## src/rtl/regfile_sb.sv

```systemverilog
// regfile_sb: scoreboarded integer register file with two combinational read ports,
// one write-back port, per-register busy bits, and a sequenced bulk-clear engine.
// Optional write-back to read-port bypass is compiled in when WB_BYPASS_EN is defined.
module regfile_sb #(
   parameter  int XLEN  = 32,
   parameter  int NREGS = 32,
   localparam int AW    = $clog2(NREGS)
) (
   input  logic            clk,
   input  logic            rst,
   input  logic [AW-1:0]   rs1_addr,
   input  logic            rs1_used,
   output logic [XLEN-1:0] rs1_data,
   input  logic [AW-1:0]   rs2_addr,
   input  logic            rs2_used,
   output logic [XLEN-1:0] rs2_data,
   input  logic            iss_en,
   input  logic [AW-1:0]   iss_addr,
   output logic            stall,
   input  logic            wb_en,
   input  logic [AW-1:0]   wb_addr,
   input  logic [XLEN-1:0] wb_data,
   input  logic            clr_req,
   output logic            clr_busy,
   output logic            clr_done
);

   typedef enum logic [1:0] {
      ST_IDLE,
      ST_CLEAR,
      ST_DONE
   } state_e;

   state_e           state_q, state_d;
   logic [AW-1:0]    clr_idx_q, clr_idx_d;
   logic [XLEN-1:0]  regs_q [NREGS];
   logic [NREGS-1:0] busy_q;

   logic clearing;
   logic fwd1, fwd2;
   logic rs1_hz, rs2_hz, waw;
   logic wb_we, iss_we;

   assign clearing = (state_q == ST_CLEAR);
   assign clr_busy = clearing;

`ifdef WB_BYPASS_EN
   assign fwd1 = wb_en && (wb_addr == rs1_addr) && (rs1_addr != '0) && !clearing;
   assign fwd2 = wb_en && (wb_addr == rs2_addr) && (rs2_addr != '0) && !clearing;
`else
   assign fwd1 = 1'b0;
   assign fwd2 = 1'b0;
`endif

   // Entry 0 is never written (write enables and the clear index exclude it), so it reads 0.
   assign rs1_data = fwd1 ? wb_data : regs_q[rs1_addr];
   assign rs2_data = fwd2 ? wb_data : regs_q[rs2_addr];

   assign rs1_hz = rs1_used && busy_q[rs1_addr] && !fwd1;
   assign rs2_hz = rs2_used && busy_q[rs2_addr] && !fwd2;
   assign waw    = iss_en && (iss_addr != '0) && busy_q[iss_addr]
                   && !(wb_en && (wb_addr == iss_addr));
   assign stall  = rs1_hz || rs2_hz || waw || clearing;

   assign wb_we  = !clearing && wb_en && (wb_addr != '0);
   assign iss_we = !clearing && iss_en && !stall && (iss_addr != '0);

   // NOTE: every entry has an async reset because the file must read zero right after
   // reset; this keeps the array in flops and prevents mapping it onto a RAM macro.
   always_ff @(posedge clk or posedge rst) begin
      if (rst) begin
         for (int i = 0; i < NREGS; i++) begin
            regs_q[i] <= '0;
         end
         busy_q <= '0;
      end else if (clearing) begin
         regs_q[clr_idx_q] <= '0;
         busy_q[clr_idx_q] <= 1'b0;
      end else begin
         if (wb_we) begin
            regs_q[wb_addr] <= wb_data;
            busy_q[wb_addr] <= 1'b0;
         end
         // Issued after write-back so a same-address issue leaves the new producer busy.
         if (iss_we) begin
            busy_q[iss_addr] <= 1'b1;
         end
      end
   end

   // NOTE: state registers use non-blocking assignment so every flop samples the
   // pre-edge values; the next-state logic below is purely combinational.
   always_ff @(posedge clk or posedge rst) begin
      if (rst) begin
         state_q   <= ST_IDLE;
         clr_idx_q <= AW'(1);
      end else begin
         state_q   <= state_d;
         clr_idx_q <= clr_idx_d;
      end
   end

   // NOTE: all outputs of this block get a default first so no path infers a latch.
   always_comb begin
      state_d   = state_q;
      clr_idx_d = clr_idx_q;
      clr_done  = 1'b0;
      case (state_q)
         ST_IDLE: begin
            if (clr_req) begin
               state_d   = ST_CLEAR;
               clr_idx_d = AW'(1);
            end
         end
         ST_CLEAR: begin
            if (clr_idx_q == AW'(NREGS - 1)) begin
               state_d = ST_DONE;
            end else begin
               clr_idx_d = clr_idx_q + AW'(1);
            end
         end
         ST_DONE: begin
            clr_done  = 1'b1;
            clr_idx_d = AW'(1);
            state_d   = ST_IDLE;
         end
         default: begin
            state_d = ST_IDLE;
         end
      endcase
   end

endmodule

```

## config.mk

```make
export PLATFORM = sky130hd
export DESIGN_NAME = regfile_sb
export DESIGN_NICKNAME = d
export VERILOG_FILES = /design/src/rtl/regfile_sb.sv
export SDC_FILE = /design/constraint.sdc
export NUM_CORES = 2
export LEC_CHECK = 0
export CAP_MARGIN = 20
export CORE_ASPECT_RATIO = 0.6
export CORE_MARGIN = 8
export CORE_UTILIZATION = 68
export DETAILED_ROUTE_END_ITERATION = 8
export PLACE_DENSITY_LB_ADDON = 0.15
export SKIP_CTS_REPAIR_TIMING = 1
export SLEW_MARGIN = 20
export SYNTH_ARGS = -nofsm -noshare
export SYNTH_HDL_FRONTEND = slang
export SYNTH_SLANG_ARGS = --single-unit
```

## constraint.sdc

```tcl
create_clock -name clk -period 135.5 [get_ports clk]
set_input_delay 40.65 -clock clk [delete_from_list [all_inputs] [get_ports clk]]
set_output_delay 40.65 -clock clk [all_outputs]
set_load 0.005 [all_outputs]
```

==> flow_summary.ini <==
[run_status]
status = finished, final reports clean

[finish]
nFillCells = 4611
areaGrowthSynthToFinish_pct = 9.47
layout.nets = 3555
post-route-util = 0.752
drive_gt1_frac = 0.300

[routing]
drtIter0Drc = 7492
antenna_left = 0
num_vias = 41700
wire_per_inst_um = 43.1
post-route-drc-count = 0
totalWireLength_um = 200000
drtPass1Iterations = 8
via_per_inst = 9.01

[clock_tree]
clkTransAtPathRegs_ns = 0.06
clk_path_buf_depth = 3
worstSkewPairLatency_ns = 0.72
cts_tree = yes
cts_buffers = 97
cts_root_buf = clkbuf_16
cts.sinks = 1063
htreeDepth = 3

[synthesis]
synth_top_cell_area_share = 0.486
synthesis.nets = 3697
syn-instance-count = 3633
yosysTopAreaCell = dfrtp_1
synth_top_flop_cell = dfrtp_1
syn_area_per_cell_um2 = 15.0
yosysWarningCount = 0
seq_area_frac_synth = 0.487
synthTopCellsByCount = dfrtp_1, a22o_1, mux4_2
ys_ff_latch = 1063
synth_most_common_cell = dfrtp_1
synth_cell_types = 50
netlist_area_mm2 = 0.0547
synth_edf_count = 0
async_flop_share = 1.00
synth.area.top_cells = dfrtp_1, mux4_2, a22o_1

[power_and_ir_drop]
cellPowerDensity_mw_per_mm2 = 15.4
peakVddDrop_v = 0.0000146
p_leak_nw = 26.1

[timing]
max_freq_mhz = 11.7
setup_viol = 0
finalHoldViolations = 0
finalCritPeriodShare = 0.630
worst_pin_slew_ns = 1.22
skew_ns = 0.0281
slew_headroom = 0.190
rsz0062_at_grt = no
maxSlewViolCount = 0
finalSetupTns_ns = 0
fin_crit_ns = 85.41

[place]
gp_congestion = 0.862
place_hpwl_um = 99800
portBuffers = 125

[grt]
grt_max_degree = 124
grt_pass1_vias = 42200
antenna_found_initial = 5
grt_overflow = 0
grt_util_all_layers = 0.441
grt_pass1_wl_um = 293000

[worst_setup_path]
arrival_ns = 44.76
r2r-start = state_q[1]
crit_type = input port to output pin
cp-end-kind = output pin
worstSetupStartpoint = rs1_addr[1]
cp-start-kind = input port
cp.required_ns = 94.85
path_max_fanout = 68

[job]
drv_cap = 0

[die]
dieHeight_um = 236
dieArea_mm2 = 0.0900
io_pins = 126
die_w_um = 382
start_util = 0.687
core_mm2 = 0.0796
num_rows = 80

[worst_hold_path]
hp-class = flop to flop
min_from = regs_q[998]
==> final cells by class <==
type	instances	area, um^2	area share
sequential	1063	26600	0.445
clock buffer	134	2790	0.0466
timing repair buffer	227	1960	0.0328
tap	1066	1330	0.0223
antenna	7	17.5	0.000293
multi-input combinational	2094	26700	0.447
clock inverter	32	357	0.00596
inverter	8	37.5	0.000627
==> critical path, stage by stage <==
cell and delay (ns):
buf_8 0.45, buf_4 0.88, buf_4 0.99, mux4_2 0.43
mux4_2 0.48, nand2_1 0.18, nand2_1 0.15, clkdlybuf4s50_1 0.48
==> placed cells by master (no fill, tap or decap), types with 7 or more instances in the layout <==
cell / count
dfrtp_1: 1062
a22o_1: 992
mux4_2: 662
nand2_1: 138
clkbuf_16: 99
buf_4: 91
clkdlybuf4s50_1: 83
and2_1: 38
mux2_2: 35
buf_2: 34
nor2_4: 31
nand3_1: 31
o21ai_0: 31
a21oi_4: 24
clkbuf_8: 18
clkbuf_1: 17
clkinv_2: 15
nor2_1: 14
mux2i_1: 13
buf_6: 12
nor3_1: 8
diode_2: 7
nand4_1: 7
a31oi_4: 7
clkinvlp_4: 7
==> flip-flops by register name, indices dropped and copies added, names as in the netlist <==
name and count:
regs_q 1024, busy_q 32, clr_idx_q 5, state_q 2
==> per-layer routing <==
metal | wire [um] | global-route usage | up-vias | part of all wire
li1 | - | - | 14600 | -
met1 | 66700 | 0.581 | 21300 | 0.33
met2 | 82200 | 0.587 | 4769 | 0.41
met3 | 38300 | 0.253 | 1095 | 0.19
met4 | 12400 | 0.215 | 7 | 0.062
met5 | 215 | 0.0109 | - | 0.0011
==> per-stage QoR <==
step                std cells  cell area (um^2)  hold slack [ns]  power (mW)  worst slack, ns
floorplan                3633             54700            0.467       0.551            52.27
global placement         4455             56700            0.482       0.619            49.58
global route             4626             59800            0.528       0.943            50.05
CTS                      4621             59800            0.512       0.910            49.49
detailed placement       4455             56700            0.493       0.632            49.50
finish                   4631             59800            0.511       0.922            50.09
==> where the power goes <==
| group | switching (mW) | internal (mW) |
|---|---|---|
| Combinational | 0.112 | 0.109 |
| Sequential | 0.0486 | 0.371 |
| Clock | 0.127 | 0.155 |
| Total | 0.287 | 0.635 |
==> final timing paths <==
path / endpoint / slack, ns / cells after the start
min in group asynchronous: regs_q[132] / 40.52 / 2
max reg2reg: regs_q[81] / 131.18 / 8
max in group asynchronous: regs_q[571] / 90.35 / 7
min: regs_q[998] / 0.51 / 1
min reg2reg: regs_q[998] / 0.51 / 1
max: rs1_data[17] / 50.09 / 8
==> cell families after synthesis <==
kind of cell	after synthesis	share of synthesized area
AOI/OAI and AO/OA	1073	0.168
and+or+nand+nor	301	0.0259
buffers and inverters	476	0.0353
DFF	1063	0.487
xor gates and xnor gates	5	0.000801
muxes	710	0.282
adders and majority gates	5	0.00114
(Power assumes the default switching activity.)
